### src/rtl/mips_avalon_bridge.sv
// Avalon-MM bridge from the mips_cpu_bus master to the 64 KiB RAM: address
// translation, range/alignment rejection, inserted wait states, error/transaction stats.
// Optional BRIDGE_RANDOM_WAIT_EN: per-request wait count drawn from a 16-bit LFSR.
module mips_avalon_bridge #(
    parameter logic [31:0] BASE        = 32'hBFC00000,
    parameter logic [31:0] SPAN        = 32'h00010000,
    parameter logic [31:0] WAIT_CYCLES = 32'd3,
    parameter logic [31:0] ERR_DATA    = 32'hDEADBEEF,
    parameter logic [15:0] LFSR_SEED   = 16'hACE1
) (
    input  logic        clk,
    input  logic        reset,
    input  logic [31:0] cpu_address,
    input  logic        cpu_read,
    input  logic        cpu_write,
    input  logic [31:0] cpu_writedata,
    input  logic [3:0]  cpu_byteenable,
    output logic        cpu_waitrequest,
    output logic [31:0] cpu_readdata,
    output logic [31:0] mem_address,
    output logic        mem_read,
    output logic        mem_write,
    output logic [31:0] mem_writedata,
    output logic [3:0]  mem_byteenable,
    input  logic        mem_waitrequest,
    input  logic [31:0] mem_readdata,
    output logic        err,
    output logic [31:0] err_address,
    output logic [15:0] rd_count,
    output logic [15:0] wr_count
);
    typedef enum logic [1:0] {IDLE, DELAY, ISSUE, RESP} state_t;

    state_t      state_q, state_d;
    logic [31:0] addr_q, addr_d, wdata_q, wdata_d, rdata_q, rdata_d;
    logic [31:0] err_addr_q, err_addr_d;
    logic [3:0]  be_q, be_d;
    logic        wr_q, wr_d, rej_q, rej_d, err_q, err_d;
    logic [15:0] delay_q, delay_d, rd_cnt_q, rd_cnt_d, wr_cnt_q, wr_cnt_d;
    logic [15:0] delay_load;
    logic [31:0] offset;
    logic        req_bad;

`ifdef BRIDGE_RANDOM_WAIT_EN
    logic [15:0] lfsr_q, lfsr_d;
    assign lfsr_d     = {lfsr_q[14:0], lfsr_q[15] ^ lfsr_q[13] ^ lfsr_q[12] ^ lfsr_q[10]};
    assign delay_load = lfsr_q & WAIT_CYCLES[15:0];
    always_ff @(posedge clk or posedge reset) begin
        if (reset) lfsr_q <= LFSR_SEED;
        else       lfsr_q <= lfsr_d;
    end
`else
    assign delay_load = WAIT_CYCLES[15:0];
`endif

    assign offset  = cpu_address - BASE;
    assign req_bad = (cpu_address < BASE) || (offset >= SPAN) ||
                     (cpu_address[1:0] != 2'b00) || (cpu_read && cpu_write);

    always_comb begin
        state_d    = state_q;
        addr_d     = addr_q;
        wdata_d    = wdata_q;
        be_d       = be_q;
        wr_d       = wr_q;
        rej_d      = rej_q;
        rdata_d    = rdata_q;
        delay_d    = delay_q;
        err_d      = err_q;
        err_addr_d = err_addr_q;
        rd_cnt_d   = rd_cnt_q;
        wr_cnt_d   = wr_cnt_q;
        case (state_q)
            IDLE: if (cpu_read || cpu_write) begin
                addr_d  = cpu_address;
                wdata_d = cpu_writedata;
                be_d    = cpu_byteenable;
                // a read+write collision is treated as a read so it returns ERR_DATA
                wr_d    = cpu_write && !cpu_read;
                rej_d   = req_bad;
                if (req_bad) begin
                    state_d = RESP;
                    if (cpu_read) rdata_d = ERR_DATA;
                end else if (delay_load == 16'd0) begin
                    state_d = ISSUE;
                end else begin
                    delay_d = delay_load;
                    state_d = DELAY;
                end
            end
            DELAY: begin
                if (delay_q == 16'd0) state_d = ISSUE;
                else                  delay_d = delay_q - 16'd1;
            end
            ISSUE: if (!mem_waitrequest) begin
                if (!wr_q) rdata_d = mem_readdata;
                state_d = RESP;
            end
            RESP: begin
                state_d = IDLE;
                if (rej_q) begin
                    if (!err_q) begin
                        err_d      = 1'b1;
                        err_addr_d = addr_q;
                    end
                end else if (wr_q) begin
                    wr_cnt_d = wr_cnt_q + 16'd1;
                end else begin
                    rd_cnt_d = rd_cnt_q + 16'd1;
                end
            end
            default: state_d = IDLE;
        endcase
    end

    always_ff @(posedge clk or posedge reset) begin
        if (reset) begin
            state_q    <= IDLE;
            addr_q     <= '0;
            wdata_q    <= '0;
            be_q       <= '0;
            wr_q       <= 1'b0;
            rej_q      <= 1'b0;
            rdata_q    <= '0;
            delay_q    <= '0;
            err_q      <= 1'b0;
            err_addr_q <= '0;
            rd_cnt_q   <= '0;
            wr_cnt_q   <= '0;
        end else begin
            state_q    <= state_d;
            addr_q     <= addr_d;
            wdata_q    <= wdata_d;
            be_q       <= be_d;
            wr_q       <= wr_d;
            rej_q      <= rej_d;
            rdata_q    <= rdata_d;
            delay_q    <= delay_d;
            err_q      <= err_d;
            err_addr_q <= err_addr_d;
            rd_cnt_q   <= rd_cnt_d;
            wr_cnt_q   <= wr_cnt_d;
        end
    end

    // strobes decode straight from state so an async reset kills them at once
    assign cpu_waitrequest = (state_q != RESP);
    assign cpu_readdata    = rdata_q;
    assign mem_read        = (state_q == ISSUE) && !wr_q;
    assign mem_write       = (state_q == ISSUE) && wr_q;
    assign mem_address     = addr_q - BASE;
    assign mem_writedata   = wdata_q;
    assign mem_byteenable  = be_q;
    assign err             = err_q;
    assign err_address     = err_addr_q;
    assign rd_count        = rd_cnt_q;
    assign wr_count        = wr_cnt_q;
endmodule

### config.mk
export PLATFORM = sky130hd
export DESIGN_NAME = mips_avalon_bridge
export DESIGN_NICKNAME = d
export VERILOG_FILES = /design/src/rtl/mips_avalon_bridge.sv
export SDC_FILE = /design/constraint.sdc
export NUM_CORES = 1
export LEC_CHECK = 0
export CAP_MARGIN = 20
export CORE_MARGIN = 10
export CORE_UTILIZATION = 41
export DETAILED_ROUTE_END_ITERATION = 6
export PLACE_DENSITY_LB_ADDON = 0.05
export SYNTH_ARGS = -nofsm -noshare
export SYNTH_HDL_FRONTEND = slang
export SYNTH_SLANG_ARGS = --single-unit
### constraint.sdc
create_clock -name clk -period 5.4 [get_ports clk]
set_input_delay 0.81 -clock clk [delete_from_list [all_inputs] [get_ports clk]]
set_output_delay 0.81 -clock clk [all_outputs]
set_load 0.01 [all_outputs]
# Word-level counts from Yosys, hierarchy flattened
# Cells that the tools add are included.
[word_totals]
output_inout_bits = 168
elab_cells = 72
regBits = 185
[op_classes]
bitwise_logic = 3
muxes = 15
n_addsub = 5
order_cmp = 2
n_reduce_logical = 23
n_eq_ne = 12
[ops]
columns = ["operator", "n"]
rows = [
  ["$mux 32", 5],
  ["$pmux 32 s2", 1],
  ["$sub 32x32->32 const B", 2],
  ["$mux 16", 3],
  ["$add 16x1->16 const B", 2],
  ["$ge 32x17->1 const B", 1],
  ["$lt 32x32->1 const B", 1],
  ["$pmux 16 s2", 1],
  ["$ne 2x2->1 const B", 9],
  ["$logic_not 16->1", 1],
  ["$sub 16x1->16 const B", 1],
  ["$reduce_and 3->1", 4],
  ["$mux 2", 4],
  ["$pmux 2 s4", 1],
  ["$reduce_and 6->1", 1],
  ["$reduce_bool 2->1", 3],
  ["$eq 2x2->1 const B", 2],
  ["$logic_and 1x1->1", 4],
  ["$logic_or 1x1->1", 4],
  ["$reduce_and 2->1", 2],
  ["$reduce_and 4->1", 1],
  ["$not 1->1", 3],
  ["$eq 2x1->1 const B", 1],
  ["$logic_not 1->1", 2],
  ["$logic_not 2->1", 1],
]

# Logic depth before layout (Yosys ltp)
# Gate-level depths: netlist of the first run.
[depth]
word_depth = 8
ltp_mapped = 9
ltp_nobuf = 7

# Least setup slack after synthesis of the first run
# OpenSTA, ideal clock, no wires.
[synth_timing]
path_type = "in2reg"
start = "in cpu_address[0]"
end = "reg delay_q[11]"
path_slack_ns = 2.624
t_required_ns = 5.322
t_arrival_ns = 2.699
path_stages = 6
path_cell_list = "or4_4 nor4_4 a41oi_2 buf_6 or4_1 a21oi_1"
[synth_between]
elab_chain_len = 7
word_cells_on_any_way = 9
classes_between = "add/sub: 1; order compare: 2; eq/ne: 1; reduce/logical: 5"
[synth_rtl]
columns = ["element", "line_no", "source"]
rows = [
  ["start, declared", "13", "input logic [31:0] cpu_address,"],
  ["$sub 32x32->32", "56", "assign offset = cpu_address - BASE;"],
  ["$ge 32x17->1", "57", "assign req_bad = (cpu_address < BASE) || (offset >= SPAN) ||"],
  ["$logic_or 1x1->1", "57", ""],
  ["$logic_or 1x1->1 *", "57", ""],
  ["$logic_or 1x1->1 *", "58", "(cpu_address[1:0] != 2'b00) || (cpu_read && cpu_write);"],
  ["$ne 2x2->1 (no source line) *", "-", ""],
  ["$reduce_and 4->1 (no source line) *", "-", ""],
  ["end signal, assigned", "138", "delay_q <= delay_d;"],
  ["end, declared", "39", "logic [15:0] delay_q, delay_d, rd_cnt_q, rd_cnt_d, wr_cnt_q, wr_cnt_d;"],
]
# Every way passes the cells marked *; elsewhere a longest branch is shown, timed or not.
# A chain may end at the register's enable or synchronous reset.

# Worst setup path after layout of the first run
[layout_timing]
start = "in cpu_address[0]"
end = "reg delay_q[3]"
# Same word-level chain as after synthesis.

==> impl_results.rst, run 1 <==
.. list-table::
   :header-rows: 1

   * - Metric
     - Value
   * - Result of the run
     - finished, final reports clean
   * - Static Leak
     - 4.731 nW
   * - Worst VDD drop
     - roughly 0.25 mV
   * - Post-route insts no fill
     - 1125
   * - Die area
     - 25190 um2
   * - Flip-flop and latch count after synthesis
     - 185
   * - Clock Tree Buf Depth
     - 2
   * - Post-CTS setup repair buffer count
     - 0
   * - Ratio of final minimum period to clock period
     - about 60%
   * - Gate power share
     - 42.9%
   * - Avg Inst Size Synth
     - 13.13 um2
   * - Finished Core Util
     - around 60%
   * - Minimum clock period after layout
     - 3.287 ns
   * - Switching power as a share of total power
     - roughly 33%
   * - Reported net switching power
     - roughly 0.0020 W
   * - TritonCTS clock tree
     - done
   * - Total negative slack
     - 0 ns
   * - Post-route total power
     - roughly 0.0062 W
   * - Largest net degree at the start of global routing
     - between 100 and 150
   * - Largest area contributor in the synthesized netlist
     - dfrtp_1
   * - EDFF count, synth
     - 0
   * - CTS HTree Levels
     - 4
   * - Initial antenna violation count
     - 0
   * - Share of final-layout standard cells stronger than drive strength 1
     - about 17%
   * - Post-Synthesis Cells
     - approximately 600
   * - Number of cells traversed by the worst register-to-register path
     - 7
   * - Number of max-capacitance violations reported
     - 0
   * - Number of nets at the end of the flow
     - 964
   * - Starting utilization of the core area
     - roughly two fifths
   * - Share of Yosys cell area claimed by the top area cell type
     - between 50% and 60%
   * - Worst Max-Slew Pin Slew
     - roughly 0.92 ns
   * - Drc violations
     - 0
   * - Via count
     - 5658
   * - Final-report setup violation count
     - 0
   * - Endpoint of the worst hold-timing path
     - wr_count[15]
   * - Synthesized area
     - ~7900 um2
   * - Total placed cells including tap cells
     - around 1.1k
   * - Placeable core region
     - between 15000 and 20000 um2
   * - Max-Slew Margin vs Limit
     - a little under two fifths
   * - Sequential share of power
     - 36.9%
   * - Share of synthesized area occupied by flip-flops and latches
     - roughly 59%
   * - Minimum setup slack among reg-to-reg paths
     - 2.50 ns
   * - CTS-repair resized insts
     - 0
   * - # rows
     - 50
   * - Startpoint of the tightest hold check path
     - wr_count[15]
   * - Clock Tree Root
     - clkbuf_16
   * - Final Wtd Congestion
     - 0.8093
   * - Critical path data arrival time
     - approximately 3.6 ns
   * - Number of CTS-inserted buffers
     - 17
   * - Internal power
     - between 0.004 and 0.005 W
   * - Skew-Pair Late Insertion Delay
     - 0.43 ns
   * - P&R area growth vs syn
     - 43.76%
   * - Synth unique cells
     - 57
   * - End of the worst register-to-register path
     - delay_q[0]
   * - Total overflow reported by the global router
     - 0
   * - Routed wirelength normalized by instance count
     - 19.09 um
   * - Hold WS
     - about 0.47 ns
   * - CP startpoint kind
     - primary input
   * - Ranking of synthesized cells by area
     - dfrtp_1 (59%), mux2_2 (15%), xnor2_1 (2.8%)
   * - Half-perimeter wire length of the detailed placement result
     - roughly 16000 um
   * - Required time worst endpoint
     - 5.74 ns
   * - IO Port Bufs
     - ~270
   * - Setup repair after global routing missed its margin
     - no
   * - Final max-slew violation count
     - 0
   * - Total routed wirelength
     - about 21000 um
   * - Worst hold path depth
     - 1
   * - Class of the most critical hold timing path
     - reg2reg
   * - Top Ports
     - roughly 270
   * - Critical path class
     - in2reg
   * - Clock-pin slew reported for the worst setup and hold paths after clock tree synthesis
     - roughly 0.070 ns
   * - CTS Sinks
     - roughly 190
   * - Antenna-violating nets left
     - 0
   * - First-pass GRT wire length
     - approximately 35000 um
   * - GRT Overall Usage
     - 17.09%
   * - Detailed-route vias per instance
     - between 5 and 6
   * - Highest Clock Rate
     - between 0.3 and 0.4 GHz
   * - Type of destination of the critical path
     - flip-flop
   * - Clock tree skew after final layout
     - between 0.008 and 0.009 ns
   * - PD cells
     - around 550 nW/um2
   * - Clock share of power
     - between 20% and 30%
   * - Iteration count of the initial detailed-routing pass
     - 4
   * - Overall die width
     - between 150 and 200 um
   * - Cts-stage hold buffer count
     - 0
   * - Worst reg2reg startpoint
     - delay_q[0]
   * - First DRT Iteration DRCs
     - around 210
   * - Most used DFF post-synth
     - dfrtp_1
   * - Net Count, Synth
     - between 700 and 800
   * - Async set-reset flop share out of synthesis
     - 100.0%
   * - Height of the chip
     - roughly 160 um
   * - Number of hold violations in the final report
     - 0
   * - Vias in the first global route
     - approximately 6k
   * - Highest fanout seen on the critical path
     - 21
   * - Synthesis Warnings
     - 0
## flip-flops by register name (all words and copies together) (netlist names)
register        count
addr_q             32
cpu_readdata       32
err_address        32
mem_writedata      32
delay_q            16
rd_count           16
wr_count           16
mem_byteenable      4
state_q             2
err                 1
rej_q               1
wr_q                1
## cell usage after synthesis (4+ instances only)
master,count
a21oi_1,13
a22o_1,8
and3_1,6
buf_4,23
clkbuf_1,17
dfrtp_1,185
ha_1,8
inv_1,16
mux2_2,102
nand2_1,20
nand2b_1,4
nand3_1,21
nand4_1,9
nor2_1,22
nor3_1,5
o21ai_0,5
o22a_1,24
o31ai_1,6
or3_1,4
or4_1,14
xnor2_1,25
xor2_1,14
## how the worst max path moves through the flow
stage | to | slack (ns) | cells past startpoint | from
global route | delay_q[3] | 1.94 | 6 | cpu_address[0]
detailed placement | cpu_readdata[2] | 1.64 | 6 | cpu_address[0]
finish | delay_q[3] | 2.11 | 6 | cpu_address[0]
global placement | delay_q[9] | 1.72 | 6 | cpu_address[0]
floorplan | addr_q[0] | 2.21 | 1 | reset
CTS | cpu_readdata[2] | 2.07 | 6 | cpu_address[0]
## logic make-up (layout without fill, tap and decap cells)
kind of cell | after synthesis | in the layout | share of synthesized area (%)
flops | 185 | 185 | 58.68
simple gates | 129 | 129 | 9.342
mux | 105 | 105 | 14.94
compound gates | 74 | 74 | 7.312
buf+inv | 61 | 324 | 4.124
xor+xnor | 39 | 39 | 4.330
fa+ha+maj | 8 | 8 | 1.269
other cells | 0 | 1 | 0
## through the flow
step / instance area, um2 / setup WS (ns)
2_1_floorplan: 7893 / 2.211
3_3_place_gp: 10730 / 1.719
3_5_place_dp: 10730 / 1.638
4_1_cts: 11320 / 2.074
5_1_grt: 11340 / 1.941
6_report: 11340 / 2.113
## metal layers
layer,track usage (%),vias up,part of all wire (%)
li1,-,2647,-
met1,19.57,2836,40
met2,30.05,157,53
met3,5.216,18,5.3
met4,4.889,0,1.6
met5,0,-,0
## layout make-up
class                      instances  area, um2
antenna                            1      2.502
clock buffer                      20      466.7
clock inverter                    12      127.6
fill                            1537       7490
inverter                          16      63.81
multi-input combinational        355       2953
sequential                       185       4629
tap                              260      325.3
timing repair buffer             276       2773
## cell usage in the layout (no fill, tap or decap), types with 4 or more instances in the layout
cell type        count
clkinvlp_4           4
nand2_1             20
o22a_1              24
xnor2_1             25
ha_1                 8
xor2_1              14
o21ai_0              5
or4_1               14
nor2_1              22
dfrtp_1            185
inv_1               15
o31ai_1              6
nand3_1             21
clkbuf_16           17
nand2b_1             4
and3_1               6
inv_6                6
mux2_2             102
clkdlybuf4s50_1    272
a21oi_1             13
nor3_1               5
a22o_1               8
or3_1                4
nand4_1              9
## power by group through the flow
stage | clock network [W] | registers (W) | logic, W
after floorplan | 0 | 0.00244 | 0.00122
after global placement | 0 | 0.00230 | 0.00267
after detailed placement | 0 | 0.00233 | 0.00271
after CTS | 0.00129 | 0.00230 | 0.00272
after global routing | 0.00136 | 0.00238 | 0.00287
final | 0.00125 | 0.00230 | 0.00267
## worst max-delay path: stages
cell	delay, ns
clkdlybuf4s50_1	0.42
or4_4	0.56
nor4_4	0.48
a41oi_2	0.53
or4_1	0.65
a21oi_1	0.17
Note: power is estimated with default switching activity, not from simulation.
==> inputs of run 2 (changes only) <==
--- a/config.mk
+++ b/config.mk
@@ -7,7 +7,7 @@
 export LEC_CHECK = 0
 export CAP_MARGIN = 20
 export CORE_MARGIN = 10
-export CORE_UTILIZATION = 41
+export CORE_UTILIZATION = 46
 export DETAILED_ROUTE_END_ITERATION = 6
 export PLACE_DENSITY_LB_ADDON = 0.05
 export SYNTH_ARGS = -nofsm -noshare
==> constraint.sdc (replaced) <==
create_clock -name clk -period 3.1 [get_ports clk]
set_input_delay 0.465 -clock clk [delete_from_list [all_inputs] [get_ports clk]]
set_output_delay 0.465 -clock clk [all_outputs]
set_load 0.01 [all_outputs]
==> run 2 against run 1 <==
  * Cell area increased by 0.32%
  * Sequential power increased by 75%
  * Clock power increased by 69%
  * Cell count decreased by 2.8%
  * Global-route usage increased by 1.8 points
  * Critical path depth increased by 1
  * Routed wire length increased by 1.9%
  * Flip-flop and latch count unchanged
  * Combinational power increased by 76%
  * Non-clock buffer count increased by 8
  * Critical endpoint is now delay_q[0]
  * Largest cell class unchanged
==> impl_results.rst, run 2 (synthesis results as in run 1) <==
.. list-table::
   :header-rows: 1

   * - Metric
     - Value
   * - Final Wtd Congestion
     - approximately 0.84
   * - Type of destination of the critical path
     - flip-flop
   * - CP startpoint kind
     - flip-flop
   * - Largest net degree at the start of global routing
     - 53
   * - Placeable core region
     - 16700 um2
   * - # rows
     - 47
   * - Max-Slew Margin vs Limit
     - 42.85%
   * - Detailed-route vias per instance
     - 5.275
   * - Worst VDD drop
     - 0.4975 mV
   * - Clock Tree Root
     - clkbuf_16
   * - Number of hold violations in the final report
     - 0
   * - Number of CTS-inserted buffers
     - 17
   * - Count of filler cells inserted in the layout
     - between 1k and 1.5k
   * - Clock tree skew after final layout
     - approximately 0.0084 ns
   * - Stage delay of the slowest cell on the critical path
     - approximately 0.70 ns
   * - Total routed wirelength
     - ~22000 um
   * - Number of max-capacitance violations reported
     - 0
   * - Most common cell after layout, fill and taps aside
     - clkdlybuf4s50_1
   * - Static Leak
     - between 4 and 5 nW
   * - Result of the run
     - finished, final reports clean
   * - CTS Sinks
     - around 190
   * - Setup repair after global routing missed its margin
     - no
   * - GRT Overall Usage
     - 18.87%
   * - Starting utilization of the core area
     - between 40 and 50%
   * - Vias in the first global route
     - between 5k and 6k
   * - Worst reg2reg startpoint
     - delay_q[0]
   * - Endpoint of the worst hold-timing path
     - wr_count[15]
   * - Total overflow reported by the global router
     - 0
   * - Share of final-layout standard cells stronger than drive strength 1
     - 17.89%
   * - Worst hold path depth
     - 1
   * - CTS-repair resized insts
     - 0
   * - Final max-slew violation count
     - 0
   * - Slowest-stage cell, CP
     - or4b_2
   * - Antenna-violating nets left
     - 0
   * - Routed wirelength normalized by instance count
     - between 20 and 25 um
   * - First DRT Iteration DRCs
     - roughly 320
   * - Total negative slack
     - 0 ns
   * - Final-report setup violation count
     - 0
   * - Drc violations
     - 0
   * - Post-CTS setup repair buffer count
     - 0
   * - Setup slack after placement
     - ~0.043 ns
   * - Number of cells traversed by the worst register-to-register path
     - 7
   * - Finished Core Util
     - between 60% and 70%
   * - Via count
     - between 5k and 6k
   * - Overall die width
     - between 150 and 200 um
   * - Highest fanout seen on the critical path
     - 16
   * - Most frequent cells in the layout
     - clkdlybuf4s50_1 (272), dfrtp_1 (185), mux2_2 (102), xnor2_1 (25), o22a_1 (24)
   * - Ratio of final minimum period to clock period
     - 93.27%
   * - Clock Tree Buf Depth
     - 2
   * - PD cells
     - about 950 nW/um2
   * - Half-perimeter wire length of the detailed placement result
     - approximately 17000 um
   * - Die area
     - between 20000 and 25000 um2
   * - End of the worst register-to-register path
     - delay_q[0]
   * - Class of the most critical hold timing path
     - reg2reg
   * - Critical path class
     - reg2reg
   * - Highest Clock Rate
     - between 0.3 and 0.4 GHz
   * - Cts-stage hold buffer count
     - 0
   * - Minimum clock period after layout
     - roughly 2.9 ns
   * - First-pass GRT wire length
     - around 34000 um
   * - Number of nets at the end of the flow
     - ~1000
   * - IO Port Bufs
     - ~270
   * - Skew-Pair Late Insertion Delay
     - roughly 0.42 ns
   * - Required time worst endpoint
     - around 3.4 ns
   * - Height of the chip
     - ~150 um
   * - Minimum setup slack among reg-to-reg paths
     - approximately 0.21 ns
   * - TritonCTS clock tree
     - done
   * - Initial antenna violation count
     - 0
   * - Critical path data arrival time
     - 3.20 ns
   * - Worst Max-Slew Pin Slew
     - roughly 0.86 ns
   * - Iteration count of the initial detailed-routing pass
     - 4
   * - Worst path setup slack after routing
     - roughly 0.21 ns
   * - P&R area growth vs syn
     - 44.22%
   * - CTS HTree Levels
     - 4
   * - Clock-pin slew reported for the worst setup and hold paths after clock tree synthesis
     - 0.07 ns
   * - Startpoint of the tightest hold check path
     - wr_count[15]
   * - Top Ports
     - about 270
   * - Cell-by-cell trace of the critical path
     - inv_1, ha_1, or4b_2, or4_1, nor2_2, nor2_1, o21a_1
## run 2: changes by cell type in the layout (fill, tap and decap cells not counted), sizes merged
cell / delta
clkinvlp: +1
bufinv: +1
clkinv: +6
clkbuf: -2
inv: -6
buf: +8
## run 2: worst max path at each step
| stage | slack [ns] | start | cells past startpoint | endpoint |
|---|---|---|---|---|
| after floorplan | 0.26 | reset | 1 | addr_q[0] |
| after global placement | 0.15 | cpu_address[0] | 7 | cpu_readdata[31] |
| after detailed placement | 0.04 | cpu_address[0] | 7 | cpu_readdata[15] |
| after CTS | 0.25 | delay_q[0] | 7 | delay_q[0] |
| after global routing | 0.09 | delay_q[0] | 7 | delay_q[0] |
| final | 0.21 | delay_q[0] | 7 | delay_q[0] |
## run 2: routing by layer
metal	track usage [%]	share of wire, %	up-vias
met5	0	0	-
met4	5.582	1.2	0
met3	4.863	5.8	19
met2	33.98	54	170
met1	21.52	39	2914
li1	-	-	2663
## run 2: report_power, final
group	leakage (nW)	switching, W	total [W]	internal, W
Combinational	2.25	0.00197	0.00470	0.00273
Clock	0.273	0.000920	0.00211	0.00119
Sequential	2.25	0.000649	0.00403	0.00338
Total	4.77	0.00354	0.0108	0.00730
## run 2: worst max-delay path: cells and delay by family (launching register included)
family	cells	cell delay [ns]
adders and majority gates	1	0.20
AOI/OAI and AO/OA	1	0.20
and+or+nand+nor	4	1.90
DFF	1	0.41
buffers and inverters	1	0.07
## run 2: area by class of cell
type	instances	area, um2	area share [%]
inverters	16	63.81	0.5609
flip-flops and latches	185	4629	40.69
clock inverters	14	148.9	1.309
well taps	220	275.3	2.419
diodes	1	2.502	0.02199
multi-input cells	355	2953	25.95
repair buffers	284	2875	25.27
clock buffers	18	429.2	3.772
## run 2: per-stage QoR
stage | instances | power (W) | hold slack (ns) | instance area, um2
2_1_floorplan | 601 | 0.006373 | 0.4989 | 7893
3_3_place_gp | 1060 | 0.008678 | 0.4552 | 10800
5_1_grt | 1092 | 0.01147 | 0.5010 | 11370
3_5_place_dp | 1060 | 0.008852 | 0.4660 | 10800
4_1_cts | 1092 | 0.01100 | 0.4798 | 11370
6_report | 1093 | 0.01085 | 0.4739 | 11380
